**src/rtl/fwrisc_regfile_arb.sv**
```systemverilog
// Shares the fwrisc register file between the core pipeline and a debug master.
// Core traffic passes straight through; debug reads steal rb, debug writes use idle write slots.
module fwrisc_regfile_arb #(
  parameter int unsigned MAX_WAIT = 8
) (
  input  logic        clock,
  input  logic        reset,
  input  logic [5:0]  core_ra_raddr,
  input  logic [5:0]  core_rb_raddr,
  output logic [31:0] core_ra_rdata,
  output logic [31:0] core_rb_rdata,
  input  logic [5:0]  core_rd_waddr,
  input  logic [31:0] core_rd_wdata,
  input  logic        core_rd_wen,
  output logic        core_stall,
  input  logic        dbg_req,
  input  logic        dbg_we,
  input  logic [5:0]  dbg_addr,
  input  logic [31:0] dbg_wdata,
  output logic        dbg_ack,
  output logic [31:0] dbg_rdata,
  output logic [5:0]  ra_raddr,
  output logic [5:0]  rb_raddr,
  output logic [5:0]  rd_waddr,
  output logic [31:0] rd_wdata,
  output logic        rd_wen,
  input  logic [31:0] ra_rdata,
  input  logic [31:0] rb_rdata
);

  localparam int unsigned WCW = (MAX_WAIT == 0) ? 1 : $clog2(MAX_WAIT + 1);
  localparam logic [WCW-1:0] WAIT_LIMIT = WCW'(MAX_WAIT);

  typedef enum logic [2:0] {
    S_IDLE,
    S_WR,
    S_RD_A,
    S_RD_D,
    S_DONE
  } state_t;

  state_t          state_q, state_d;
  logic [WCW-1:0]  wait_q, wait_d;
  logic [31:0]     rdata_q, rdata_d;

  assign ra_raddr      = core_ra_raddr;
  assign core_ra_rdata = ra_rdata;
  assign core_rb_rdata = rb_rdata;
  assign dbg_rdata     = rdata_q;

  // State register
  always_ff @(posedge clock or negedge reset) begin
    if (!reset) begin
      state_q <= S_IDLE;
      wait_q  <= '0;
      rdata_q <= '0;
    end else begin
      state_q <= state_d;
      wait_q  <= wait_d;
      rdata_q <= rdata_d;
    end
  end

  // Next state and port steering; write port and rb default to the core
  always_comb begin
    state_d    = state_q;
    wait_d     = wait_q;
    rdata_d    = rdata_q;
    core_stall = 1'b0;
    dbg_ack    = 1'b0;
    rb_raddr   = core_rb_raddr;
    rd_waddr   = core_rd_waddr;
    rd_wdata   = core_rd_wdata;
    rd_wen     = core_rd_wen;

    case (state_q)
      S_IDLE: begin
        if (dbg_req) begin
          if (dbg_we) begin
            state_d = S_WR;
            wait_d  = '0;
          end else begin
            state_d = S_RD_A;
          end
        end
      end

      S_WR: begin
        // A forced slot suppresses the core write; the stalled core re-presents it
        if (!core_rd_wen || (wait_q == WAIT_LIMIT)) begin
          rd_waddr   = dbg_addr;
          rd_wdata   = dbg_wdata;
          rd_wen     = (dbg_addr != 6'd0);
          core_stall = core_rd_wen;
          state_d    = S_DONE;
        end else begin
          wait_d = wait_q + WCW'(1);
        end
      end

      S_RD_A: begin
        core_stall = 1'b1;
        rb_raddr   = dbg_addr;
        state_d    = S_RD_D;
      end

      S_RD_D: begin
        core_stall = 1'b1;
        rdata_d    = rb_rdata;
        state_d    = S_DONE;
      end

      S_DONE: begin
        dbg_ack = 1'b1;
        state_d = S_IDLE;
      end

      default: state_d = S_IDLE;
    endcase
  end

endmodule

```
**config.mk**
```make
export PLATFORM = sky130hd
export DESIGN_NAME = fwrisc_regfile_arb
export DESIGN_NICKNAME = d
export VERILOG_FILES = /design/src/rtl/fwrisc_regfile_arb.sv
export SDC_FILE = /design/constraint.sdc
export NUM_CORES = 1
export LEC_CHECK = 0
export CORE_AREA = 3 3 116 118
export CTS_BUF_LIST = sky130_fd_sc_hd__clkbuf_2
export CTS_CLUSTER_DIAMETER = 150
export DETAILED_ROUTE_END_ITERATION = 12
export DIE_AREA = 0 0 119 121
export GPL_ROUTABILITY_DRIVEN = 0
export PLACE_DENSITY = 0.65
export SYNTH_ARGS = -nofsm -noshare
export SYNTH_HDL_FRONTEND = slang
export SYNTH_SLANG_ARGS = --single-unit
```
**constraint.sdc**
```tcl
create_clock -name clock -period 5 [get_ports clock]
set_input_delay 1.5 -clock clock [delete_from_list [all_inputs] [get_ports clock]]
set_output_delay 1.5 -clock clock [all_outputs]
set_load 0.03 [all_outputs]
```
==> Yosys cells after proc, flatten, opt, wreduce, memory -nomap -nowiden <==
Index checks and enable logic that the tools add are counted.
{ "op_classes": {"add_sub_neg": 1, "n_mux": 18, "n_eq_ne": 9, "n_reduce_logical": 8} }
{ "ops": {"columns": ["operator", "n"], "rows": [
  ["$mux W32", 2],
  ["$mux W6", 3],
  ["$mux W4", 3],
  ["$pmux W3 S4", 1],
  ["$ne A2 B2 Y1 const B", 4],
  ["$pmux W4 S2", 1],
  ["$eq A3 B2 Y1 const B", 2],
  ["$mux W3", 2],
  ["$reduce_bool A6 Y1", 1],
  ["$add A4 B1 Y4 const B", 1],
  ["$eq A4 B4 Y1 const B", 1],
  ["$mux W1", 4],
  ["$reduce_and A4 Y1", 1],
  ["$eq A3 B1 Y1 const B", 1],
  ["$eq A3 B3 Y1 const B", 1],
  ["$logic_not A3 Y1", 1],
  ["$mux W2", 1],
  ["$pmux W1 S2", 1],
  ["$reduce_and A2 Y1", 1],
  ["$reduce_bool A2 Y1", 1],
  ["$reduce_or A2 Y1", 1],
  ["$logic_not A1 Y1", 1],
  ["$logic_or A1 B1 Y1", 1]
]} }
{ "totals": {"regBits": 39, "elab_cells": 39, "inputBits": 157, "output_inout_bits": 149} }

==> Logic depth before layout (Yosys ltp) <==
{ "depth": {"word_depth": 4, "ltp_mapped": 8} }

==> Worst setup path before layout <==
OpenSTA, ideal clock, no wires.
{ "synth_path": {"kind": "input -> output", "from": "input core_rd_wen", "to": "output rd_waddr[0]", "arrival_time_ns": 2.430, "cell_stages": 5, "path_slack_ns": 1.070, "cell_sequence": "nand2_1 -> and2_1 -> buf_6 -> buf_8 -> mux2_1"} }
{ "synth_between": {"elab_chain_cells": 4} }
{ "synth_rtl": {"columns": ["element", "line", "rtl"], "rows": [
  ["start, declared", "14", "input logic core_rd_wen,"],
  ["$logic_not A1 Y1", "90", "if (!core_rd_wen || (wait_q == WAIT_LIMIT)) begin"],
  ["$logic_or A1 B1 Y1", "90", null],
  ["$mux W6", "90", null],
  ["$mux W6", "76", "case (state_q)"],
  ["end, declared", "24", "output logic [5:0] rd_waddr,"]
]} }
No other way between the ends.

==> Final worst setup path <==
{ "layout_path": {"from": "input dbg_addr[2]", "to": "output rd_wen"} }
{ "layout_between": {"elab_chain_cells": 3} }
{ "layout_rtl": {"columns": ["element", "line", "rtl"], "rows": [
  ["start, declared", "18", "input logic [5:0] dbg_addr,"],
  ["$reduce_bool A6 Y1", "93", "rd_wen = (dbg_addr != 6'd0);"],
  ["$mux W1", "90", null],
  ["$mux W1", "76", null],
  ["end, declared", "26", "output logic rd_wen,"]
]} }
No other way between the ends.

==> results by group <==
Status
  • Outcome: complete, no violations

Floorplan
  • Initial Utilization: a little over a fifth
  • Chip Width: roughly 120 um
  • # rows: approximately 40
  • Core area: roughly 0.013 sq mm
  • IO Pins: approximately 310
  • Die area: 0.0144 sq mm
  • Die H: roughly 120 um

Power and ir drop
  • Total power: around 0.0023 W
  • Clk network pwr share: under 10%
  • Comb pwr share: about 70%
  • Switching power: ~0.0010 W
  • Net Sw Frac: between 40% and 50%
  • Leak: roughly 1.8 nW
  • P_int: 0.00129 W
  • IR drop worst, VDD: between 150 and 200 uV
  • Sequential share of power: between 20% and 30%
  • Pwr/cell area: 497 mW/mm^2

CTS
  • CTS resizes: 0
  • CTS root buf: clkbuf_2
  • Post-CTS setup buffers: 0
  • TritonCTS Buffers: 5
  • CTS tree: yes
  • Clock slew at reported path FFs: ~190 ps
  • CTS sink count: 39
  • Hold-fix buffers, CTS: 0
  • H-Tree Depth: 2
  • Clk buf depth: 2
  • Clock latency at the later pin of the worst-skew pair: ~360 ps

Detailed routing
  • DRC: 0
  • DRT Wirelength: 8.49 mm
  • First-pass detailed-route iteration total: 4
  • DR vias/cell: approximately 4.0
  • DR iter-0 viols: 44
  • Wire length per cell: about 15 um
  • DRT antenna net count: 0
  • Vias: 2295

STA
  • Slew Limit Fails: 0
  • Clk_skew: around 14 ps
  • Final period util: a little over nine tenths
  • Fmax: ~0.2 GHz
  • Hold violation count in the final report: 0
  • Crit path time final: between 4000 and 5000 ps
  • Final setup vio count: 0
  • RSZ-0062 raised after global routing: false
  • Slew @ Worst Pin: 867 ps
  • Worst slew margin: between 40 and 50%
  • Setup total negative slack: 0 ps

Finish
  • Commonest non-fill, non-tap cell in the layout: clkdlybuf4s50_1
  • Filler Cells Inserted: between 1000 and 1500
  • Share of layout cells above drive strength 1: between 15 and 20%
  • NumNets Final: 560
  • Area grow syn2layout: 73.6%
  • Most frequent cells in the layout: clkdlybuf4s50_1 (227), mux2_2 (56), dfrtp_1 (39), mux2_1 (20), nand3_1 (9)
  • Antenna diode count: 0

Yosys
  • #FFs+latches synth: 39
  • Mapped Cells: about 240
  • Ys Warns: 0
  • Synth area leaders: dfrtp_1 (36%), mux2_2 (23%), buf_4 (20%), mux2_1 (8.3%), nand3_1 (1.7%)
  • Synthesized area per cell: 11.4 sq um
  • Mapped Nets: ~400
  • Post-Syn Area: 0.00271 sq mm
  • Register area share after synthesis: between 30% and 40%
  • Synth top area share: approximately 36%
  • Biggest area consumer among synthesized cells: dfrtp_1
  • Synth unique cells: 28

Setup path
  • Crit-path max FO: 3
  • Worst setup EP type: primary output
  • Reg2reg end: wait_q[2]$_DFFE_PN0P_
  • Crit Reg-Reg Startpoint: state_q[2]$_DFFE_PN0P_
  • Worst Path Arrival: 3410 ps
  • WS Path Type: input port to primary output
  • Critical Path RT: roughly 3500 ps
  • Worst-case reg-to-reg path depth: 4
  • Reg2reg setup slack: 3350 ps
  • Setup crit start kind: input port

Hold path
  • Hold path endpoint: dbg_rdata[27]$_DFFE_PN0P_
  • Hold depth: 1
  • Worst min path class: register to register
  • Hold Startpoint: dbg_rdata[27]$_DFFE_PN0P_

GRT
  • Antenna violations before repair: 0
  • Vias in the first global route: ~2500
  • Largest net degree at the start of global routing: 40
  • Global route overflow: 0
  • Global-route wire length before repair: between 10 and 15 mm
  • Total track usage: 11.2%

Flow run
  • Max-Cap Viols: 0

Place
  • PortBufs: roughly 230
  • Final HPWL DP: 7.28 mm
-- synthesized netlist by cell type --
| master | n |
|---|---|
| buf_4 | 71 |
| mux2_2 | 56 |
| dfrtp_1 | 39 |
| mux2_1 | 20 |
| nand3_1 | 9 |
| inv_1 | 5 |
| nand2_1 | 4 |
| and3b_1 | 3 |
| buf_2 | 3 |
| nand3b_1 | 3 |
| nor2_1 | 3 |
| a21oi_1 | 2 |
| and2_1 | 2 |
| buf_8 | 2 |
| ha_1 | 2 |
| o21ai_0 | 2 |
| a221oi_1 | 1 |
| a31oi_1 | 1 |
| a32oi_1 | 1 |
| buf_6 | 1 |
| nand2b_1 | 1 |
| nor3_1 | 1 |
| nor3b_1 | 1 |
| nor3b_4 | 1 |
| o32ai_1 | 1 |
| or2_2 | 1 |
| or3_1 | 1 |
| or4_1 | 1 |
-- cells by family (layout without fill, tap and decap cells) --
logic type | count (synthesis) | after routing | share of synthesized area [%]
buffers and inverters | 82 | 246 | 22.5
multiplexers | 76 | 76 | 31.6
flip-flops | 39 | 39 | 36.0
AND/OR/NAND/NOR | 31 | 31 | 7.02
AO/OA/AOI/OAI | 8 | 8 | 1.94
adder cells (fa/ha/maj) | 2 | 2 | 0.924
-- flip-flops by register name (all words and copies together) (netlist names) --
name and count:
dbg_rdata 32, state_q 3, wait_q 4
-- routing by layer --
metal / GRT usage [%] / part of all wire, %
met5: 0 / 0
met2: 21.4 / 54
met3: 3.26 / 8.0
met1: 11.9 / 36
met4: 3.11 / 1.4
-- power by group through the flow --
stage | logic (W) | clock network [W] | registers, W
2_1_floorplan | 0.000782 | 0 | 0.000840
3_3_place_gp | 0.00163 | 0 | 0.000575
3_5_place_dp | 0.00165 | 0 | 0.000583
4_1_cts | 0.00165 | 0.000141 | 0.000574
5_1_grt | 0.00172 | 0.000163 | 0.000601
6_report | 0.00163 | 0.000129 | 0.000573
-- worst max path at each step --
stage / from / endpoint / slack, ps / depth (start not counted)
floorplan: core_rd_wen / rd_waddr[0] / 1070 / 5
global placement: core_rd_wen / rd_wdata[13] / 130 / 6
detailed placement: core_rd_wen / rd_wdata[9] / 100 / 6
CTS: core_rd_wen / rd_wdata[9] / 100 / 6
global route: core_rd_wen / rd_wdata[13] / 10 / 6
finish: dbg_addr[2] / rd_wen / 90 / 5
-- layout make-up --
class | count | area (sq um) | share of cell area, %
Clock buffer | 5 | 25.0 | 0.532
Clock inverter | 3 | 15.0 | 0.319
Inverter | 5 | 18.8 | 0.399
Multi-Input combinational cell | 117 | 1120 | 23.9
Sequential cell | 39 | 976 | 20.8
Tap cell | 172 | 215 | 4.58
Timing Repair Buffer | 233 | 2330 | 49.5
-- stage by stage --
stage	worst slack (ps)	hold slack [ps]	util, %	std cells	instance area (sq um)
3_3_place_gp	133	487	37.1	566	4660
2_1_floorplan	1070	509	-	238	2710
4_1_cts	102	533	37.4	574	4700
5_1_grt	11.8	563	37.4	574	4700
6_report	86.1	528	37.4	574	4700
3_5_place_dp	103	492	37.1	566	4660
-- critical path, cell delays in order --
cell	delay, ps
clkdlybuf4s50_1	460
or4_1	540
nor3_1	170
a31oi_1	120
clkdlybuf4s50_1	620
No activity file was read; power rests on OpenSTA's default activity.
==> patch 1: new RTL, same flow settings <==
`MAX_WAIT`: 8 -> 4.
--- a/src/rtl/fwrisc_regfile_arb.sv
+++ b/src/rtl/fwrisc_regfile_arb.sv
@@ -2,5 +2,5 @@
 // Core traffic passes straight through; debug reads steal rb, debug writes use idle write slots.
 module fwrisc_regfile_arb #(
-  parameter int unsigned MAX_WAIT = 8
+  parameter int unsigned MAX_WAIT = 4
 ) (
   input  logic        clock,
Formal check against the unedited RTL: not equivalent (a bounded check fails within 10 cycles, from zero or initial values and one cycle with reset low).
==> patch 1 against the unedited design <==
Power down 6.8%. Cell area decreased by 2.3%. Sequential cell count fell by 1. Synthesized cell count shrank 3.4%. Synthesized area down 1.5%. Final cell count fell by 2.1%. Combinational power down 9%. Wire length rose by 8.6%. Fmax is 3.3% higher. Worst setup slack improved by 160 ps. Highest routed layer unchanged.
==> patch 1: results (changes against the unedited design) <==
- The biggest fanout along the worst timing path is 19 (was 3).
- Top area cells in the synthesized netlist: dfrtp_1, mux2_2, buf_4 (unchanged).
- The estimated wirelength of the detail-placed design came to 8.133 mm (was 7.280 mm).
- The sequential cell area fraction in the yosys report was 35.65% (was 36.04%).
- The maximum VDD drop is 0.0001866 V (was 0.0001619 V).
- The number of instances resized during post-cts repair came to 0 (unchanged).
- The static leakage came to 1.807 nW (was 1.828 nW).
- The global-route track usage on met3 is 4.476% (was 3.263%).
- The clock insertion delay at the later pin of the skew report is 380 ps (was 360 ps).
- The start point of the critical path is core_rd_wen (was dbg_addr[2]).
- The cell depth of the worst flop-to-flop path is 3 (was 4).
- Result of the run: complete, no violations (unchanged).
- The critical path's largest stage delay is 600 ps (was 620 ps).
- The routed wirelength normalized by instance count is 16.39 um (was 14.78 um).
- The number of filler instances in the final layout is 1285 (was 1250).
- The capture point of the worst reg-to-reg path was dbg_rdata[27] (was wait_q[2]).
- The endpoint arrival time on the critical path is 3250 ps (was 3410 ps).
- The global-route track usage on met1 is 11.11% (was 11.93%).
- The routed via count divided by cell count is 4.093 (was 3.998).
- The global-route wire length before repair is 13.10 mm (was 13.06 mm).
- Post-synth top cells: buf_4, mux2_2, dfrtp_1 (unchanged).
- The net count after synthesis is 389 (was 397).
- The met2 capacity usage during global routing is 22.82% (was 21.37%).
- The total track usage is 11.84% (was 11.21%).
- The proportion of layout cells with a drive suffix above 1 is 26.92% (was 17.41%).
- The transition time at the pin with the least slew margin was 847.2 ps (was 867.4 ps).
- The standard cell with the maximum stage delay on the critical path is clkdlybuf4s50_1 (unchanged).
- The number of unique standard cell types used by synthesis was 30 (was 28).
[patch 1: final cells by class]
cell class	count	area (um^2)	area share, %
Inverter	3	11.26	0.2452
Sequential cell	38	950.9	20.70
Tap cell	172	215.2	4.685
Timing Repair Buffer	233	2277	49.58
Clock inverter	2	10.01	0.2179
Clock buffer	5	25.02	0.5448
Multi-Input combinational cell	109	1104	24.03
[patch 1: stage by stage]
stage	instance area [um^2]	hold slack, ps	worst slack [ps]	std cells
6_report	4593	527.0	245.0	562
5_1_grt	4593	544.7	183.6	562
4_1_cts	4593	529.9	239.9	562
3_5_place_dp	4558	491.1	243.6	555
3_3_place_gp	4558	487.9	276.0	555
2_1_floorplan	2668	478.0	1143	230
[patch 1: kinds of logic (layout without fill, tap and decap cells)]
group,Yosys count,after routing,synth area share (%)
compound gates,10,10,2.861
fa+ha+maj,2,2,0.9379
mux,79,79,33.26
flops,38,38,35.65
simple gates,18,18,4.315
buf+inv,83,243,22.98
[patch 1: worst min-delay path by stage]
stage	depth (start not counted)	from	slack [ps]	to
2_1_floorplan	1	wait_q[0]	480	wait_q[0]
4_1_cts	1	wait_q[0]	530	wait_q[0]
3_5_place_dp	1	dbg_rdata[12]	490	dbg_rdata[12]
5_1_grt	1	wait_q[0]	540	wait_q[0]
3_3_place_gp	1	dbg_rdata[18]	490	dbg_rdata[18]
6_report	1	dbg_rdata[12]	530	dbg_rdata[12]
[patch 1: layer usage]
layer | up-vias | wire length (um)
li1 | 1050 | -
met3 | 23 | 941
met1 | 1058 | 3084
met2 | 169 | 4923
met4 | 0 | 263
met5 | - | 0
[patch 1: power by group]
part	internal [mW]	switching (mW)	leakage, nW
logic	0.714	0.774	1.33
registers	0.458	0.100	0.451
clock network	0.0303	0.0994	0.0286
==> patch 2: new RTL, same flow settings <==
Without the edit above. Re-encode `state_t` (5 states) as one-hot, 5 bits wide.
--- a/src/rtl/fwrisc_regfile_arb.sv
+++ b/src/rtl/fwrisc_regfile_arb.sv
@@ -32,10 +32,10 @@
   localparam logic [WCW-1:0] WAIT_LIMIT = WCW'(MAX_WAIT);
 
-  typedef enum logic [2:0] {
-    S_IDLE,
-    S_WR,
-    S_RD_A,
-    S_RD_D,
-    S_DONE
+  typedef enum logic [4:0] {
+    S_IDLE = 5'b00001,
+    S_WR   = 5'b00010,
+    S_RD_A = 5'b00100,
+    S_RD_D = 5'b01000,
+    S_DONE = 5'b10000
   } state_t;
 
Behaviour: no difference found for any inputs over 10 cycles, from zero or initial values and one cycle with reset low; not proved beyond that.
==> patch 2 against the unedited design <==
Critical path depth unchanged. Count of clock-buffer cells in the layout increased by 2. Synthesized area increased by 3.0%. Power down 23%. Final cell count rose by 0.70%. Cell area up 1.2%. Sequential cell count up 2. Wire length up 11%. Worst setup slack better by 93 ps. First-iteration DRC count is the same.
==> patch 2: results (changes against the unedited design) <==
- The pre-CTS worst setup slack is 179.8 ps (was 103.1 ps).
- The number of filler instances in the final layout is 1260 (was 1250).
- The sequential cell area fraction in the yosys report was 36.83% (was 36.04%).
- The routed wire length is 9.379 mm (was 8.486 mm).
- The number of nets in the layout is 563 (was 560).
- The placed instance count came to 569 (was 566).
- The start point of the critical path is core_rd_wen (was dbg_addr[2]).
- The clock insertion delay at the later pin of the skew report is 390 ps (was 360 ps).
- The fraction of power consumed by sequential logic is 31.0% (was 24.5%).
- Top area cells in the synthesized netlist: dfrtp_1, mux2_2, buf_4 (unchanged).
- The final hold slack came to 528.5 ps (was 528.0 ps).
- The number of unique standard cell types used by synthesis was 34 (was 28).
- The beginning of the worst hold path is dbg_rdata[3] (was dbg_rdata[27]).
- Result of the run: complete, no violations (unchanged).
- The transition time at the pin with the least slew margin is 922.5 ps (was 867.4 ps).
- The wire length on met3 was 865 um (was 678 um).
- The maximum number of pins on one net before global-route repair is 42 (was 40).
- The clock share of power is 7.9% (was 5.5%).
- The detailed-routing wirelength on met1 is 3.241 mm (was 3.070 mm).
- The estimated wirelength of the detail-placed design is 7.965 mm (was 7.280 mm).
- The maximum VDD drop is 0.0001084 V (was 0.0001619 V).
- The worst clock skew was 8.250 ps (was 14.42 ps).
- The biggest fanout along the worst timing path is 21 (was 3).
- The synthesized area per cell is 11.52 um^2 (was 11.38 um^2).
- The global-route track usage on met3 is 3.590% (was 3.263%).
- The instance area at placement is 4715 um^2 (was 4661 um^2).
- The routed wire length on met2 is 5.001 mm (was 4.619 mm).
- The endpoint arrival time on the critical path was 3320 ps (was 3410 ps).
- The synthesis-to-finish area growth came to 70.52% (was 73.61%).
- The routed via count divided by cell count is 4.196 (was 3.998).
-- patch 2: cell count changes after synthesis, sizes merged, moves of 2 or more --
| cell | delta |
|---|---|
| nand3 | -7 |
| nor3 | +3 |
| nor3b | -2 |
| and3 | +2 |
| and2 | -2 |
-- patch 2: cells by family (layout without fill, tap and decap cells) --
group / after synthesis / in the layout / synth area share [%]
compound gates: 12 / 12 / 3.275
xor+xnor: 1 / 1 / 0.3141
fa+ha+maj: 2 / 2 / 0.8971
buf+inv: 83 / 246 / 21.67
flops: 41 / 41 / 36.83
mux: 76 / 76 / 30.69
other cells: 0 / 1 / 0
simple gates: 27 / 27 / 6.326
-- patch 2: final cells by class --
cell class                      count  area share (%)
Inverter                            6          0.4736
Tap cell                          172           4.525
Clock inverter                      1         0.07893
Multi-Input combinational cell    118           24.49
Sequential cell                    41           21.60
Timing Repair Buffer              232           48.04
Clock buffer                        7          0.7366
Antenna cell                        1         0.05262
